==> src/rtl/gshare_pkg.sv <==
// Widths and the branch record shared by the gshare predictor and its training queue.
package gshare_pkg;

    localparam int PC_W   = 7;
    localparam int HIST_W = 7;

    typedef struct packed {
        logic [PC_W-1:0]   pc;
        logic [HIST_W-1:0] history;
        logic              taken;
    } branch_entry_t;

endpackage

==> src/rtl/branch_train_queue.sv <==
// In-order queue of in-flight predictions; pops the oldest on resolution and drives
// the predictor's training port, squashing wrong-path entries on a misprediction.
module branch_train_queue #(
    parameter int DEPTH  = 8,
    parameter int PC_W   = gshare_pkg::PC_W,
    parameter int HIST_W = gshare_pkg::HIST_W
) (
    input  logic                       clk,
    input  logic                       areset,
    input  logic                       predict_valid,
    input  logic [PC_W-1:0]            predict_pc,
    input  logic                       predict_taken,
    input  logic [HIST_W-1:0]          predict_history,
    output logic                       alloc_ready,
    output logic                       overflow,
    input  logic                       resolve_valid,
    input  logic                       resolve_taken,
    output logic                       resolve_err,
    output logic                       train_valid,
    output logic                       train_taken,
    output logic                       train_mispredicted,
    output logic [PC_W-1:0]            train_pc,
    output logic [HIST_W-1:0]          train_history,
    output logic [$clog2(DEPTH):0]     count
);

    import gshare_pkg::*;

    localparam int PTR_W = $clog2(DEPTH);
    localparam int CNT_W = PTR_W + 1;

    // Handshake: a prediction is accepted on the edge where predict_valid && alloc_ready.
    // There is no backpressure to the predictor; a prediction offered while full is
    // dropped and flagged by overflow. resolve_valid has no ready: it always targets the
    // oldest entry and is flagged by resolve_err when nothing is in flight.

    branch_entry_t entries [DEPTH];

    logic [PTR_W-1:0] head_q, tail_q;
    logic [CNT_W-1:0] count_q;

    logic             full;
    logic             pop;
    logic             mispred;
    logic             alloc;
    logic             drop;
    logic             empty_resolve;
    branch_entry_t    head_entry;
    logic [PTR_W-1:0] head_next, tail_next;
    logic [CNT_W-1:0] count_next;

    always_comb begin
        full          = (count_q == CNT_W'(DEPTH));
        head_entry    = entries[head_q];
        pop           = resolve_valid && (count_q != '0);
        empty_resolve = resolve_valid && (count_q == '0);
        mispred       = pop && (resolve_taken ^ head_entry.taken);
        // A prediction made alongside a misprediction is on the wrong path: neither
        // stored nor reported as an overflow.
        alloc         = predict_valid && !full && !mispred;
        drop          = predict_valid && full && !mispred;

        head_next  = head_q;
        tail_next  = tail_q;
        count_next = count_q;

        if (pop) begin
            head_next = head_q + PTR_W'(1);
        end
        if (alloc) begin
            tail_next = tail_q + PTR_W'(1);
        end

        if (mispred) begin
            tail_next  = head_q + PTR_W'(1);
            count_next = '0;
        end else begin
            count_next = count_q + CNT_W'(alloc) - CNT_W'(pop);
        end
    end

    always_ff @(posedge clk) begin
        if (areset) begin
            head_q             <= '0;
            tail_q             <= '0;
            count_q            <= '0;
            overflow           <= 1'b0;
            resolve_err        <= 1'b0;
            train_valid        <= 1'b0;
            train_taken        <= 1'b0;
            train_mispredicted <= 1'b0;
            train_pc           <= '0;
            train_history      <= '0;
        end else begin
            head_q      <= head_next;
            tail_q      <= tail_next;
            count_q     <= count_next;
            overflow    <= drop;
            resolve_err <= empty_resolve;
            train_valid <= pop;
            if (pop) begin
                train_taken        <= resolve_taken;
                train_mispredicted <= mispred;
                train_pc           <= head_entry.pc;
                train_history      <= head_entry.history;
            end
        end
    end

    // Entry payload is only ever read behind a valid count, so it carries no reset.
    always_ff @(posedge clk) begin
        if (alloc) begin
            entries[tail_q] <= '{pc: predict_pc, history: predict_history, taken: predict_taken};
        end
    end

    assign alloc_ready = !full;
    assign count       = count_q;

endmodule

==> config.mk <==
export PLATFORM = sky130hd
export DESIGN_NAME = branch_train_queue
export DESIGN_NICKNAME = d
export VERILOG_FILES = /design/src/rtl/gshare_pkg.sv /design/src/rtl/branch_train_queue.sv
export SDC_FILE = /design/constraint.sdc
export NUM_CORES = 1
export LEC_CHECK = 0
export CORE_MARGIN = 1
export CORE_UTILIZATION = 35
export CTS_CLUSTER_DIAMETER = 30
export DETAILED_ROUTE_END_ITERATION = 6
export GPL_ROUTABILITY_DRIVEN = 1
export PLACE_DENSITY = 0.6
export SYNTH_ARGS = -nofsm -noshare
export SYNTH_HDL_FRONTEND = slang
export SYNTH_SLANG_ARGS = --single-unit
==> constraint.sdc <==
create_clock -name clk -period 4.1 [get_ports clk]
set_input_delay 0.82 -clock clk [delete_from_list [all_inputs] [get_ports clk]]
set_output_delay 0.82 -clock clk [all_outputs]
set_load 0.05 [all_outputs]
==> impl_metrics.csv <==
group,metric,value,unit
placed_design,port_buffers,43,
timing,setup_viol,0,
worst_hold_path,timing.hold.worst_endpoint,"train_taken",
clock_network,cts_resized,0,
clock_network,clk_pin_slew,60,ps
clock_network,cts_tree,"built",
clock_network,htree_levels,4,
cells_and_area,final_layout_size_suffix_gt1_frac,0.211,
timing,hold_viol_final,0,
route,ant_nets,0,
timing,final.setup_skew,18.0,ps
floorplan,rows,47,
route,drc,0,
clock_network,clock_latency,420,ps
cells_and_area,num_antenna_cells,0,
grt,grt_pass1_vias,3105,
timing,postLayoutSetupSlackWorst,1030,ps
timing,fin_crit,3070,ps
clock_network,cts_sinks,152,
cells_and_area,nNetsFinal,410,
route,avgViaCountPerCell,4.86,
timing,maxSlewViolCount,0,
grt,overflow,0,
floorplan,core_area,16500,um2
route,routed-wl-met2,5330,um
critical_path,r2r_end,"count[2]",
power_and_ir_drop,ir_drop,0.000372,V
timing,fmax,326,MHz
grt,grt_max_degree,31,
route,wl,11000,um
critical_path,r2r_cells,11,
cells_and_area,instances_no_fill,614,
clock_network,root_buffer,"clkbuf_16",
synth,synthCells,325,
timing,whs,466,ps
placed_design,pre_cts_slack,716,ps
clock_network,hold_buffers,0,
synth,ys_seq_area_frac,0.720,
clock_network,numCtsBuffers,17,
timing,rsz0062_at_grt,"false",
route,wire_per_inst,17.9,um
placed_design,hpwl,6360,um
route,drt_iter0_drc,234,
critical_path,reg2reg_slack,1120,ps
route,top_layer,"met4",
floorplan,initial_core_util,0.356,
synth,async_flop_share,0,
critical_path,critPathRequiredTime,3280,ps
power_and_ir_drop,pwr_density_cell,678,nW/um2
timing,tightest_slew,845,ps
timing,finalCritPeriodShare,0.749,
clock_network,cts_setup_buffers,0,
cells_and_area,synthToLayoutAreaGrowth,22.8,%
power_and_ir_drop,fin_total_pwr,4.91,mW
timing,maxSlewHeadroom,0.435,
placed_design,dp_cells,582,
synth,synth_flop_cell,"edfxtp_1",
critical_path,crit_type,"register to primary output",
critical_path,timing.critical_path.fanout_max,9,
worst_hold_path,min_path_cells,2,
route,wl_met1,4980,um
placed_design,gp_congestion,0.734,
power_and_ir_drop,leakagePower,2.33,nW
synth,synth_cell_types,40,
floorplan,die_y,132,um
worst_hold_path,hp-class,"register to register",
cells_and_area,multi_input_area,1570,um2
job,maxCapViolCount,0,
floorplan,dieWidth,132,um
synth,syn_area,5890,um2
critical_path,end_kind,"primary output",
floorplan,num_io_pins,44,
synth,syn_area_per_cell,18.1,um2
grt,grt_pass1_wl,17300,um
critical_path,cp.arrival,2250,ps
floorplan,dieArea,17400,um2
synth,yosysWarnings,0,
critical_path,startpoint_type,"register",
cells_and_area,seqCellArea,4250,um2
route,routed-wl-met3,453,um
cells_and_area,fillers,1434,
synth,synth_nets,354,
synth,synth-edff-count,120,
status,run_status,"complete, no violations",
worst_hold_path,hp-start,"train_taken",
route,dr.pass1.iters,5,
clock_network,cts_buffer_depth,2,
synth,synth_seq_cells,152,
grt,grt.total_usage,0.138,
route,dr_total_vias,2981,
grt,antenna_found_initial,0,
-- worst max path at each step --
stage	endpoint	startpoint	depth (start not counted)
after detailed placement	count[2]	predict_valid	10
final	alloc_ready	count[2]	4
after CTS	alloc_ready	count[2]	4
after global placement	count[2]	predict_valid	10
after global routing	count[2]	register	11
after floorplan	entries[3][0]	count[2]	6
-- sequential cells by signal, summed over array words and instances (netlist names), named ones only --
| register | cells |
|---|---|
| resolve_err | 1 |
| train_pc | 7 |
| train_history | 7 |
| count | 4 |
| train_taken | 1 |
| train_valid | 1 |
| entries | 120 |
| tail_q | 3 |
| head_q | 3 |
| train_mispredicted | 1 |
| overflow | 1 |
-- routing by layer --
metal  vias up  GRT usage
met2        60      0.223
met4         0     0.0640
li1       1391          -
met5         -          0
met1      1514      0.170
met3        16     0.0411
-- synth_stat cells (all sizes together) (2+ instances only) --
master | instances | area share
a211oi | 14 | 0.018
nor4b | 5 | 0.0074
nor3 | 5 | 0.0042
xor2 | 3 | 0.0045
ha | 8 | 0.017
nand3 | 2 | 0.0017
nand2 | 7 | 0.0045
buf | 8 | 0.0091
clkbuf | 12 | 0.0076
nor4 | 3 | 0.0032
a21oi | 5 | 0.0042
xnor2 | 2 | 0.0030
nor2 | 20 | 0.013
or3b | 2 | 0.0030
inv | 8 | 0.0051
edfxtp | 120 | 0.61
dfxtp | 32 | 0.11
mux2i | 21 | 0.038
nand2b | 5 | 0.0053
mux4 | 29 | 0.11
-- cells by family after synthesis --
kind of cell	count (synthesis)	synth area share
mux	51	0.151
flops	152	0.720
compound gates	23	0.0278
simple gates	57	0.0514
buf+inv	28	0.0219
fa+ha+maj	9	0.0204
xor+xnor	5	0.00744
-- per-stage QoR --
stage / TNS [ps] / utilization / instance area (um2)
floorplan: -7020 / - / 5890
detailed placement: 0 / 0.403 / 6650
CTS: 0 / 0.438 / 7240
finish: 0 / 0.438 / 7240
global route: 0 / 0.438 / 7240
global placement: 0 / 0.403 / 6650
-- area by class of cell --
type	count	area share
flip-flops and latches	152	0.587
inverters	8	0.00415
clock inverters	9	0.0173
well taps	220	0.0380
clock buffers	23	0.0633
repair buffers	57	0.0740
multi-input cells	145	0.216
-- worst max-delay path, stage by stage (launching register included) --
cell and delay [ps]:
dfxtp_1 310, inv_1 100, ha_1 150, or3b_2 540, clkdlybuf4s50_1 740
-- where the power goes --
group	internal (mW)	total [mW]	leakage (nW)	switching [mW]
Clock	0.968	1.54	0.281	0.574
Sequential	1.89	2.01	1.35	0.119
Combinational	0.583	1.36	0.696	0.774
Total	3.44	4.91	2.33	1.47
-- cell usage in the layout (no fill, tap or decap), drive strengths merged, types with 2 or more instances in the layout --
cell type | synthesis | layout
a21oi | 5 | 5
xnor2 | 2 | 2
nor4b | 5 | 5
nand2 | 7 | 7
buf | 8 | 14
xor2 | 3 | 3
nor4 | 3 | 3
a211oi | 14 | 14
nor3 | 5 | 5
or3b | 2 | 2
ha | 8 | 8
clkinvlp | 0 | 2
mux2i | 21 | 21
inv | 8 | 8
mux4 | 29 | 29
dfxtp | 32 | 32
clkbuf | 12 | 23
nand2b | 5 | 5
clkinv | 0 | 4
clkdlybuf4s50 | 0 | 43
nor2 | 20 | 20
edfxtp | 120 | 120
bufinv | 0 | 3
nand3 | 2 | 2
(Power assumes the default switching activity.)
